## config.mk

```make
export PLATFORM = sky130hd
export DESIGN_NAME = counter_address_register_p
export DESIGN_NICKNAME = d
export VERILOG_FILES = /design/src/rtl/counter_address_register_p.sv
export SDC_FILE = /design/constraint.sdc
export NUM_CORES = 1
export LEC_CHECK = 0
export CAP_MARGIN = 20
export CORE_UTILIZATION = 39
export CTS_BUF_LIST = sky130_fd_sc_hd__clkbuf_8
export DETAILED_ROUTE_END_ITERATION = 6
export PLACE_DENSITY_LB_ADDON = 0.08
export SLEW_MARGIN = 0
export SYNTH_ARGS = -nofsm -noshare
export SYNTH_HDL_FRONTEND = slang
export SYNTH_SLANG_ARGS = --single-unit
export TNS_END_PERCENT = 5
```

## constraint.sdc

```tcl
create_clock -name clock -period 3.4 [get_ports clock]
set_clock_uncertainty 0.1 [all_clocks]
set_input_delay 0.51 -clock clock [delete_from_list [all_inputs] [get_ports clock]]
set_output_delay 0.51 -clock clock [all_outputs]
set_load 0.01 [all_outputs]
```

## src/rtl/counter_address_register_p.sv

```systemverilog
// counter_address_register_p
//   WIDTH-bit counter / address register for the pipelined CPU datapath.
//   It loads whole from the data bus or a byte at a time from the RHS bus.
//   It counts up or down, or adds a signed BYTE_W-bit offset. On overflow
//   it either wraps or saturates, and raises a sticky carry flag. Its value
//   is driven onto the address, data and RHS buses as out/oe pairs, and the
//   tristate resolution happens at top level.
//
// Ports
//   clock, clear                 rising-edge clock, async active-high reset
//   bus_in [WIDTH]               full-load source (load_n)
//   rhs_in [BYTE_W]              byte-load source (load_lo_n / load_hi_n)
//   offset [BYTE_W]              signed add operand (add_n)
//   load_n, load_lo_n, load_hi_n, add_n, inc_n, dec_n   update controls, active low
//   a_addr_n, a_bus_n, a_rhs_n   output-drive enables, active low
//   addr_out/addr_oe, bus_out/bus_oe, rhs_out/rhs_oe     bus drive pairs
//   value, zero, carry           register contents and flags
//
// WIDTH must equal 2*BYTE_W: the high-byte load writes rhs_in into
// value[WIDTH-1:BYTE_W].
module counter_address_register_p #(
    parameter int               WIDTH       = 16,
    parameter int               BYTE_W      = 8,
    parameter bit               SATURATE    = 1'b0,
    parameter logic [WIDTH-1:0] RESET_VALUE = '0
) (
    input  logic              clock,
    input  logic              clear,
    input  logic [WIDTH-1:0]  bus_in,
    input  logic [BYTE_W-1:0] rhs_in,
    input  logic [BYTE_W-1:0] offset,
    input  logic              load_n,
    input  logic              load_lo_n,
    input  logic              load_hi_n,
    input  logic              add_n,
    input  logic              inc_n,
    input  logic              dec_n,
    input  logic              a_addr_n,
    input  logic              a_bus_n,
    input  logic              a_rhs_n,
    output logic [WIDTH-1:0]  addr_out,
    output logic              addr_oe,
    output logic [WIDTH-1:0]  bus_out,
    output logic              bus_oe,
    output logic [BYTE_W-1:0] rhs_out,
    output logic              rhs_oe,
    output logic [WIDTH-1:0]  value,
    output logic              zero,
    output logic              carry
);

    // The adder is two bits wider than the register. The extra top bit is
    // a sign bit. The bit below it catches carry-out. value + offset can
    // reach 2^WIDTH + 2^(BYTE_W-1) - 2, which does not fit in a signed
    // WIDTH+1 result.
    localparam int AW = WIDTH + 2;

    logic [WIDTH-1:0] value_q, value_d;
    logic             carry_q, carry_d;
    logic [AW-1:0]    operand, sum;
    logic             arith, overflow, underflow;

    // Arithmetic operand select. add beats inc/dec. inc and dec together
    // cancel out, so the register holds.
    always_comb begin
        operand = '0;
        arith   = 1'b0;
        if (!add_n) begin
            operand = {{(AW-BYTE_W){offset[BYTE_W-1]}}, offset};
            arith   = 1'b1;
        end else if (inc_n ^ dec_n) begin
            operand = inc_n ? {AW{1'b1}} : AW'(1);
            arith   = 1'b1;
        end
    end

    assign sum       = {2'b00, value_q} + operand;
    assign underflow = sum[AW-1];
    assign overflow  = ~sum[AW-1] & sum[AW-2];

    always_comb begin
        value_d = value_q;
        carry_d = carry_q;
        if (!load_n) begin
            value_d = bus_in;
            carry_d = 1'b0;
        end else if (!load_lo_n || !load_hi_n) begin
            if (!load_lo_n) value_d[BYTE_W-1:0]     = rhs_in;
            if (!load_hi_n) value_d[WIDTH-1:BYTE_W] = rhs_in;
            carry_d = 1'b0;
        end else if (arith) begin
            carry_d = carry_q | overflow | underflow;
            if (SATURATE && overflow)       value_d = '1;
            else if (SATURATE && underflow) value_d = '0;
            else                            value_d = sum[WIDTH-1:0];
        end
    end

    always_ff @(posedge clock or posedge clear) begin
        if (clear) begin
            value_q <= RESET_VALUE;
            carry_q <= 1'b0;
        end else begin
            value_q <= value_d;
            carry_q <= carry_d;
        end
    end

    // The drives come from the registered value, so drive-and-update in
    // the same cycle shows the old value (post-increment semantics).
    assign addr_oe  = ~a_addr_n;
    assign bus_oe   = ~a_bus_n;
    assign rhs_oe   = ~a_rhs_n;
    assign addr_out = addr_oe ? value_q : '0;
    assign bus_out  = bus_oe  ? value_q : '0;
    assign rhs_out  = rhs_oe  ? value_q[BYTE_W-1:0] : '0;

    assign value = value_q;
    assign zero  = (value_q == '0);
    assign carry = carry_q;

endmodule

```

Word level (Yosys, flattened, before mapping). Cells that the tools add are included.

Input port bits: 43. Register bits: 17. Logic and storage cells: 37. Output and inout port bits: 61.

Equality and inequality tests: 3. Add/sub/neg operators: 1. Reduce and logical (&&, ||, !) cells: 6. Muxes and demuxes: 16. Bitwise logic cells: 8.

Operator list (count): 16-bit two-way mux (5); 18-bit two-way mux (3); 8-bit two-way mux (3); 16-bit by 18-bit adder with 18-bit output (1); 16-bit zero test (1); 3-bit inequality test (second input constant) (2); 1-bit two-way mux (5); 1-bit NOT (4); 2-bit AND reduction (2); 3-bit by 1-bit inequality test with 1-bit output (second input constant) (1); 1-bit zero test (2); 1-bit bitwise OR (2); 1-bit AND (1); 1-bit logical OR (1); 1-bit XOR (1).

Longest topological paths before layout. Gate-level depths: netlist of run 1.

Depth in word-level cells: 11. Depth in mapped cells: 14. Depth with buffers taken out: 14.

Worst setup path before layout of run 1. Ideal clock, no wire load.

Path type: input port to flip-flop. From: input add_n. To: register carry_q, in the netlist carry. Setup time: 0.120 ns. Data required time: 3.180 ns. Path buffers: 1. Setup slack: 0.375 ns. Data arrival time: 2.805 ns. Stages on the path: 11. Cells stage by stage: clkbuf_1 -> mux2i_1 -> inv_1 -> ha_1 -> a21oi_4 -> a21oi_2 -> a311oi_1 -> a21boi_2 -> o21ai_2 -> a2111o_1 -> o211a_1.

Longest elaborated chain between the ends: 9. Elaborated cells on any way between the ends: 11. Those cells by class: add/sub: 1; eq/ne: 1; mux: 5; bitwise: 4.

RTL lines: start: declaration (line 35) `input logic add_n,`; 18-bit two-way mux (line 68) `if (!add_n) begin`; 16-bit by 18-bit adder with 18-bit output (line 77) `assign sum = {2'b00, value_q} + operand;`; 1-bit NOT (line 79) `assign overflow = ~sum[AW-1] & sum[AW-2];`; 1-bit AND (line 79); 1-bit bitwise OR (2 in series) (line 92) `carry_d = carry_q | overflow | underflow;`; 1-bit two-way mux (line 91) `end else if (arith) begin`; 1-bit two-way mux (line 87) `end else if (!load_lo_n || !load_hi_n) begin`; 1-bit two-way mux (line 84) `if (!load_n) begin`; end signal: assignment (line 105) `carry_q <= carry_d;`; end: declaration (line 59) `logic carry_q, carry_d;`.

Several ways; a longest one is shown, not always the timed one. The select of a mux whose other input is x is not followed. A chain may end at the register's enable or synchronous reset.

Worst setup path in the final report of run 1.
From: input dec_n. To: register carry_q, in the netlist carry.

Longest elaborated chain between the ends: 11. Elaborated cells on any way between the ends: 14. Those cells by class: add/sub: 1; eq/ne: 1; mux: 7; bitwise: 5.

RTL lines: start: declaration (line 37) `input logic dec_n,`; 1-bit XOR * (line 71) `end else if (inc_n ^ dec_n) begin`; 18-bit two-way mux (line 71); 18-bit two-way mux (line 68); 16-bit by 18-bit adder with 18-bit output (line 77); 1-bit NOT (line 79); 1-bit AND (line 79); 1-bit bitwise OR (2 in series) (line 92); 1-bit two-way mux (line 91); 1-bit two-way mux (line 87); 1-bit two-way mux (line 84).

Every way passes the cells marked *; elsewhere a longest branch is shown, timed or not. The select of a mux whose other input is x is not followed.

==> flow_metrics.py, run 1 <==
metrics = {
    "run_status": {
        "outcome": "completed",
    },
    "critical_path": {
        "r2r_start": "value[0]$_DFFE_PP0P_",
        "critical_path.slowest_cell": "clkdlybuf4s50_1",
        "rr_endpoint": "value[14]$_DFFE_PP0P_",
        "path_max_fanout": 8,
        "path_cells": "clkdlybuf4s50_1 > inv_1 > ha_1 > mux2i_1 > inv_1 > ha_1 > a21oi_1 > nand2_1 > o21ai_2 > o21ai_1 > a31o_1 > a2111o_1 > o211a_1",
        "cp_data_required_time_ns": 3.46,
        "r2r_slack_ns": 0.94,
        "cp-start-kind": "input pin",
        "worstPathArrival_ns": 3.26,
        "critPathMaxStageDelay_ns": 0.45,
        "reg2reg_depth": 11,
        "end_kind": "register",
        "crit_type": "in -> reg",
    },
    "clock_tree": {
        "clock_sinks": 17,
        "holdBufCountCts": 0,
        "cts_tree": "yes",
        "clockRootBuffer": "clkbuf_8",
        "insertion_delay_ns": 0.26,
        "htree_levels": 1,
        "clk_pin_slew_worst_paths_ns": 0.08,
        "cts_buffer_depth": 2,
        "numCtsBuffers": 3,
    },
    "synth": {
        "synth_area_mm2": 0.00216,
        "syn_avg_cell_area_um2": 7.37,
        "synth_cell_types": 46,
        "synth-edff-count": 0,
        "async_reset_ff_share_pct": 100,
        "syn-num-nets": 355,
        "ys_seq_elements": 17,
        "syn_inst": 293,
        "ys_seq_area_share_pct": 19.7,
        "synth-main-ff-cell": "dfrtp_1",
        "yosys_warnings": 0,
    },
    "worst_hold_path": {
        "hold_depth": 2,
        "min_to": "value[1]$_DFFE_PP0P_",
        "hold_path_class": "reg -> reg",
        "hp-start": "value[1]$_DFFE_PP0P_",
    },
    "power_and_ir_drop": {
        "ir_drop_mv": 0.177,
        "p_leak_nw": 1.48,
        "finalPower_w": 0.00123,
        "pwr-share-clk_pct": 13.1,
        "seq_power_share_pct": 23.5,
        "swShare_pct": 39.8,
        "combPwrFrac_pct": 63.4,
        "powerDensity_mw_per_mm2": 349,
        "p_sw_w": 0.000491,
        "power.internal_w": 0.000741,
    },
    "placement": {
        "gp_congestion": 0.895,
        "dp.cells": 488,
        "dp_hpwl_um": 6110,
        "io_buffers": 103,
    },
    "sta": {
        "fmax_ghz": 0.312,
        "hold_viol_final": 0,
        "finalSetupViolations": 0,
        "rsz0062_at_grt": "false",
        "maxSlewHeadroom_pct": 55.4,
        "layout_min_cycle_time_ns": 3.20,
        "worst_pin_slew_ns": 0.668,
        "period_share_pct": 94.3,
        "drv_slew": 0,
    },
    "global_route": {
        "grt_max_degree": 37,
        "track_usage_pct": 25.5,
        "grt_pass1_vias": 2422,
        "grt_pass1_wl_um": 12000,
        "antenna_found_initial": 0,
        "overflow": 0,
    },
    "floorplanning": {
        "start_util_pct": 41.5,
        "ios": 104,
        "die_height_um": 76.4,
        "num_rows": 26,
        "coreArea_mm2": 0.00520,
        "die_x_um": 76.4,
        "die_area_mm2": 0.00584,
    },
    "finish": {
        "num-fill-cells": 485,
        "drive_gt1_share_pct": 11.8,
        "fin_util_pct": 67.9,
        "area_growth_pct": 63.7,
        "n_antenna_cell": 0,
        "finalNetCount": 485,
        "final_cells": 492,
    },
    "detailed_routing": {
        "viasPerCell": 5.25,
        "wl_per_cell_um": 15.0,
        "drc": 0,
        "first_pass_iters": 4,
        "ant_nets": 0,
        "drt_iter0_drc": 145,
        "num_vias": 2585,
        "wl_um": 7380,
    },
    "job": {
        "maxCapViolations": 0,
    },
}
==> placed cells by master (no fill, tap or decap), types with 5 or more instances in the layout <==
cell type          n
o21ai_1           15
inv_1             20
a21oi_1           14
a21oi_2            5
a31oi_1            5
o211ai_1           6
clkdlybuf4s50_1  103
ha_1              18
xor2_1             8
nand3_1            7
dfrtp_1           17
o21ai_0           19
nor2b_1           43
nand2_1           34
buf_4             33
nor2_1            15
==> power by group through the flow <==
stage / registers (W) / logic (W) / clock network, W
final: 0.000290 / 0.000781 / 0.000162
after global routing: 0.000296 / 0.000845 / 0.000169
after CTS: 0.000290 / 0.000778 / 0.000158
after detailed placement: 0.000293 / 0.000776 / 0
after global placement: 0.000291 / 0.000763 / 0
after floorplan: 0.000282 / 0.000390 / 0
==> synth_stat cells, types with 2 or more instances <==
| master | n | area, um^2 |
|---|---|---|
| nor2b_1 | 43 | 269 |
| nand2_1 | 34 | 128 |
| inv_1 | 20 | 75.1 |
| o21ai_0 | 19 | 95.1 |
| ha_1 | 18 | 225 |
| dfrtp_1 | 17 | 425 |
| a21oi_1 | 15 | 75.1 |
| nor2_1 | 15 | 56.3 |
| o21ai_1 | 15 | 75.1 |
| clkbuf_1 | 11 | 41.3 |
| xor2_1 | 8 | 70.1 |
| nand3_1 | 7 | 35.0 |
| o211ai_1 | 6 | 45.0 |
| a31oi_1 | 5 | 31.3 |
| a21oi_2 | 4 | 35.0 |
| mux2i_1 | 4 | 40.0 |
| nor4_1 | 4 | 25.0 |
| o21a_1 | 4 | 30.0 |
| nand2b_1 | 3 | 18.8 |
| nor3_1 | 3 | 15.0 |
| nor3b_1 | 3 | 22.5 |
| o21ai_2 | 3 | 26.3 |
| o221ai_1 | 3 | 26.3 |
| o22ai_1 | 3 | 18.8 |
| xnor2_1 | 3 | 26.3 |
| a21boi_2 | 2 | 22.5 |
| a221o_1 | 2 | 20.0 |
==> layout make-up <==
type                    count  area (um^2)  area share, %
repair buffers            136         1280           36.2
flip-flops and latches     17          425           12.0
clock inverters             1         5.00          0.142
inverters                  20         75.1           2.12
well taps                  70         87.6           2.48
clock buffers               3         41.3           1.17
multi-input cells         245         1620           45.9
==> worst max path at each step <==
stage | start | end | slack, ns | cells past startpoint
after floorplan | add_n | carry$_DFFE_PP0P_ | 0.37 | 11
after global placement | dec_n | carry$_DFFE_PP0P_ | -0.03 | 15
after detailed placement | dec_n | carry$_DFFE_PP0P_ | -0.08 | 13
after CTS | dec_n | carry$_DFFE_PP0P_ | 0.20 | 13
after global routing | dec_n | carry$_DFFE_PP0P_ | 0.003 | 13
final | dec_n | carry$_DFFE_PP0P_ | 0.20 | 13
==> routing by layer <==
layer | routed length (um) | track usage (%) | up-vias | part of all wire [%]
li1 | - | - | 1298 | -
met1 | 3320 | 33.8 | 1171 | 45
met2 | 3410 | 44.1 | 110 | 46
met3 | 556 | 2.40 | 6 | 7.5
met4 | 87 | 6.54 | 0 | 1.2
met5 | 0 | 0 | - | 0
==> critical path: cells and delay by family <==
family / cells / cell delay (ns)
AO/OA/AOI/OAI: 6 / 1.19
buffers and inverters: 3 / 0.68
adder cells (fa/ha/maj): 2 / 0.59
multiplexers: 1 / 0.20
AND/OR/NAND/NOR: 1 / 0.09
==> sequential cells by signal, summed over array words and instances, names as in the netlist <==
signal / count
carry: 1
value: 16
==> stage by stage <==
stage          TNS [ns]  hold WS (ns)  setup WS [ns]  area, um^2
2_1_floorplan         0         0.336          0.375        2160
3_3_place_gp    -0.0321         0.486        -0.0256        3480
3_5_place_dp     -0.225         0.513        -0.0767        3480
4_1_cts               0         0.526          0.196        3530
5_1_grt               0         0.568        0.00331        3530
6_report              0         0.527          0.195        3530
==> kinds of logic (layout without fill, tap and decap cells) <==
kind of cell	count (synthesis)	in the layout	share of synthesized area, %
AND/OR/NAND/NOR	120	120	29.2
AO/OA/AOI/OAI	91	91	28.0
buffers and inverters	31	160	5.39
adder cells (fa/ha/maj)	19	19	11.4
flip-flops	17	17	19.7
XOR/XNOR	11	11	4.46
multiplexers	4	4	1.85
==> repair_timing <==
action | in CTS | in global routing
setup buffers | 0 | 0
endpoints found under the setup margin | 0 | 3
gates resized for setup | 0 | 1
No activity file was read; power rests on OpenSTA's default activity.
==> run 2, diff against run 1 <==
CELL_PAD_IN_SITES_DETAIL_PLACEMENT = 1   (was unset)
CELL_PAD_IN_SITES_GLOBAL_PLACEMENT = 1   (was unset)
CORE_UTILIZATION = 31   (was 39)
==> run 2 against run 1 <==
Worst hold slack worse by 0.0064 ns; setup slack about the same; sequential power about the same; register-to-register slack lost 0.08 ns; sequential share of layout area down 0.11 points; via count increased by 1.9%; non-clock buffer count up 1; largest power group unchanged; flip-flop and latch count unchanged; core utilization shrank 15 points; combinational power up 2.9%; global-route usage fell by 2.0 points.
==> flow_metrics.py, run 2 (same netlist as run 1, synthesis figures left out) <==
metrics = {
    "critical_path": {
        "rr_endpoint": "carry$_DFFE_PP0P_",
        "crit_type": "in -> reg",
        "cp_data_required_time_ns": 3.45,
        "crit_end": "carry$_DFFE_PP0P_",
        "crit_start": "dec_n",
        "worstPathArrival_ns": 3.25,
        "r2r_slack_ns": 0.86,
        "r2r_start": "value[0]$_DFFE_PP0P_",
        "reg2reg_depth": 10,
        "cp-start-kind": "input pin",
        "path_max_fanout": 7,
        "end_kind": "register",
    },
    "floorplanning": {
        "start_util_pct": 32.0,
        "die_height_um": 85.5,
        "ios": 104,
        "die_x_um": 85.5,
        "die_area_mm2": 0.00730,
        "num_rows": 30,
        "coreArea_mm2": 0.00676,
    },
    "sta": {
        "period_share_pct": 94.3,
        "worst_pin_slew_ns": 0.754,
        "fin_tns_setup_ns": 0,
        "hold_viol_final": 0,
        "layout_min_cycle_time_ns": 3.20,
        "finalSetupViolations": 0,
        "fmax_ghz": 0.312,
        "rsz0062_at_grt": "false",
        "maxSlewHeadroom_pct": 49.7,
        "drv_slew": 0,
    },
    "finish": {
        "largest_reg_flops": 16,
        "fin_util_pct": 52.8,
        "finalNetCount": 486,
        "area_growth_pct": 65.1,
        "drive_gt1_share_pct": 12.8,
        "num-fill-cells": 828,
        "final_cell_mix": "103 x clkdlybuf4s50_1, 43 x nor2b_1, 34 x nand2_1, 34 x buf_4",
        "final_cells": 503,
        "n_antenna_cell": 0,
        "design_area_mm2": 0.00357,
        "layout_commonest_cell": "clkdlybuf4s50_1",
    },
    "power_and_ir_drop": {
        "ir_drop_mv": 0.134,
        "powerDensity_mw_per_mm2": 353,
        "finalPower_w": 0.00126,
        "p_leak_nw": 1.48,
    },
    "clock_tree": {
        "postCtsSetupRepairBufs": 0,
        "numCtsBuffers": 3,
        "clockRootBuffer": "clkbuf_8",
        "clk_pin_slew_worst_paths_ns": 0.08,
        "cts_tree": "yes",
        "cts_resized": 0,
        "insertion_delay_ns": 0.26,
        "clock_sinks": 17,
        "cts_buffer_depth": 2,
        "htree_levels": 1,
        "holdBufCountCts": 0,
    },
    "global_route": {
        "grt_pass1_vias": 2584,
        "antenna_found_initial": 0,
        "grt.met1_usage_pct": 31.6,
        "grt_max_degree": 22,
        "grt-busiest-layer": "met2",
        "track_usage_pct": 23.5,
        "overflow": 0,
        "use_met3_pct": 3.60,
        "grt_pass1_wl_um": 13500,
        "grt.met2_usage_pct": 40.0,
    },
    "detailed_routing": {
        "wl_per_cell_um": 16.9,
        "drc": 0,
        "drt_iter0_drc": 76,
        "first_pass_iters": 4,
        "ant_nets": 0,
        "wl_um": 8500,
        "num_vias": 2635,
        "viasPerCell": 5.24,
    },
    "placement": {
        "dp_hpwl_um": 7070,
        "io_buffers": 103,
        "gp_congestion": 0.920,
        "placed_cell_area_mm2": 0.00350,
        "dp.cells": 499,
    },
    "worst_hold_path": {
        "hold_path_class": "reg -> reg",
    },
    "run_status": {
        "outcome": "completed",
    },
    "job": {
        "maxCapViolations": 0,
    },
}
==> run 2: cell count changes in the layout (fill, tap and decap cells not counted), sizes merged <==
cell / previous run / this run
buf: 33 / 34
==> run 2: worst min-delay path by stage <==
stage,startpoint,to,slack (ns),cells past startpoint
2_1_floorplan,clear,carry$_DFFE_PP0P_,0.34,1
5_1_grt,value[4]$_DFFE_PP0P_,value[4]$_DFFE_PP0P_,0.55,2
3_3_place_gp,value[1]$_DFFE_PP0P_,value[1]$_DFFE_PP0P_,0.49,2
4_1_cts,value[1]$_DFFE_PP0P_,value[1]$_DFFE_PP0P_,0.52,2
3_5_place_dp,value[1]$_DFFE_PP0P_,value[1]$_DFFE_PP0P_,0.51,2
6_report,value[4]$_DFFE_PP0P_,value[4]$_DFFE_PP0P_,0.52,2
==> run 2: final cells by class <==
cell class	count	area, um^2	share of cell area, %
multi-input combinational	245	1630	45.8
timing repair buffer	137	1290	36.1
sequential	17	425	11.9
tap	80	100	2.81
inverter	20	75.1	2.11
clock buffer	3	41.3	1.16
clock inverter	1	5.00	0.140
==> run 2: worst max-delay path, cell delays in order <==
cell	delay (ns)
clkdlybuf4s50_1	0.45
inv_1	0.04
ha_1	0.19
mux2i_2	0.21
inv_2	0.13
ha_1	0.37
a21oi_2	0.20
o21ai_2	0.10
a311oi_1	0.23
a21boi_2	0.23
o21ai_2	0.07
a2111o_1	0.39
o211a_1	0.11
==> run 2: per-layer routing <==
layer | wire, um | up-vias | part of all wire (%)
met3 | 460 | 6 | 5.4
met5 | 0 | - | 0
li1 | - | 1300 | -
met4 | 102 | 0 | 1.2
met2 | 3930 | 86 | 46
met1 | 4010 | 1243 | 47
==> run 2: stage by stage <==
step           setup WS, ns  hold slack [ns]
3_3_place_gp        -0.0468            0.493
6_report              0.195            0.521
4_1_cts              0.0916            0.525
2_1_floorplan         0.375            0.336
3_5_place_dp         -0.184            0.505
5_1_grt             0.00932            0.546
==> run 2: where the power goes <==
part / leakage, nW / switching, W / internal [W]
logic: 1.25 / 0.000370 / 0.000434
registers: 0.201 / 0.0000599 / 0.000230
clock network: 0.0255 / 0.0000819 / 0.0000815
total: 1.48 / 0.000512 / 0.000745
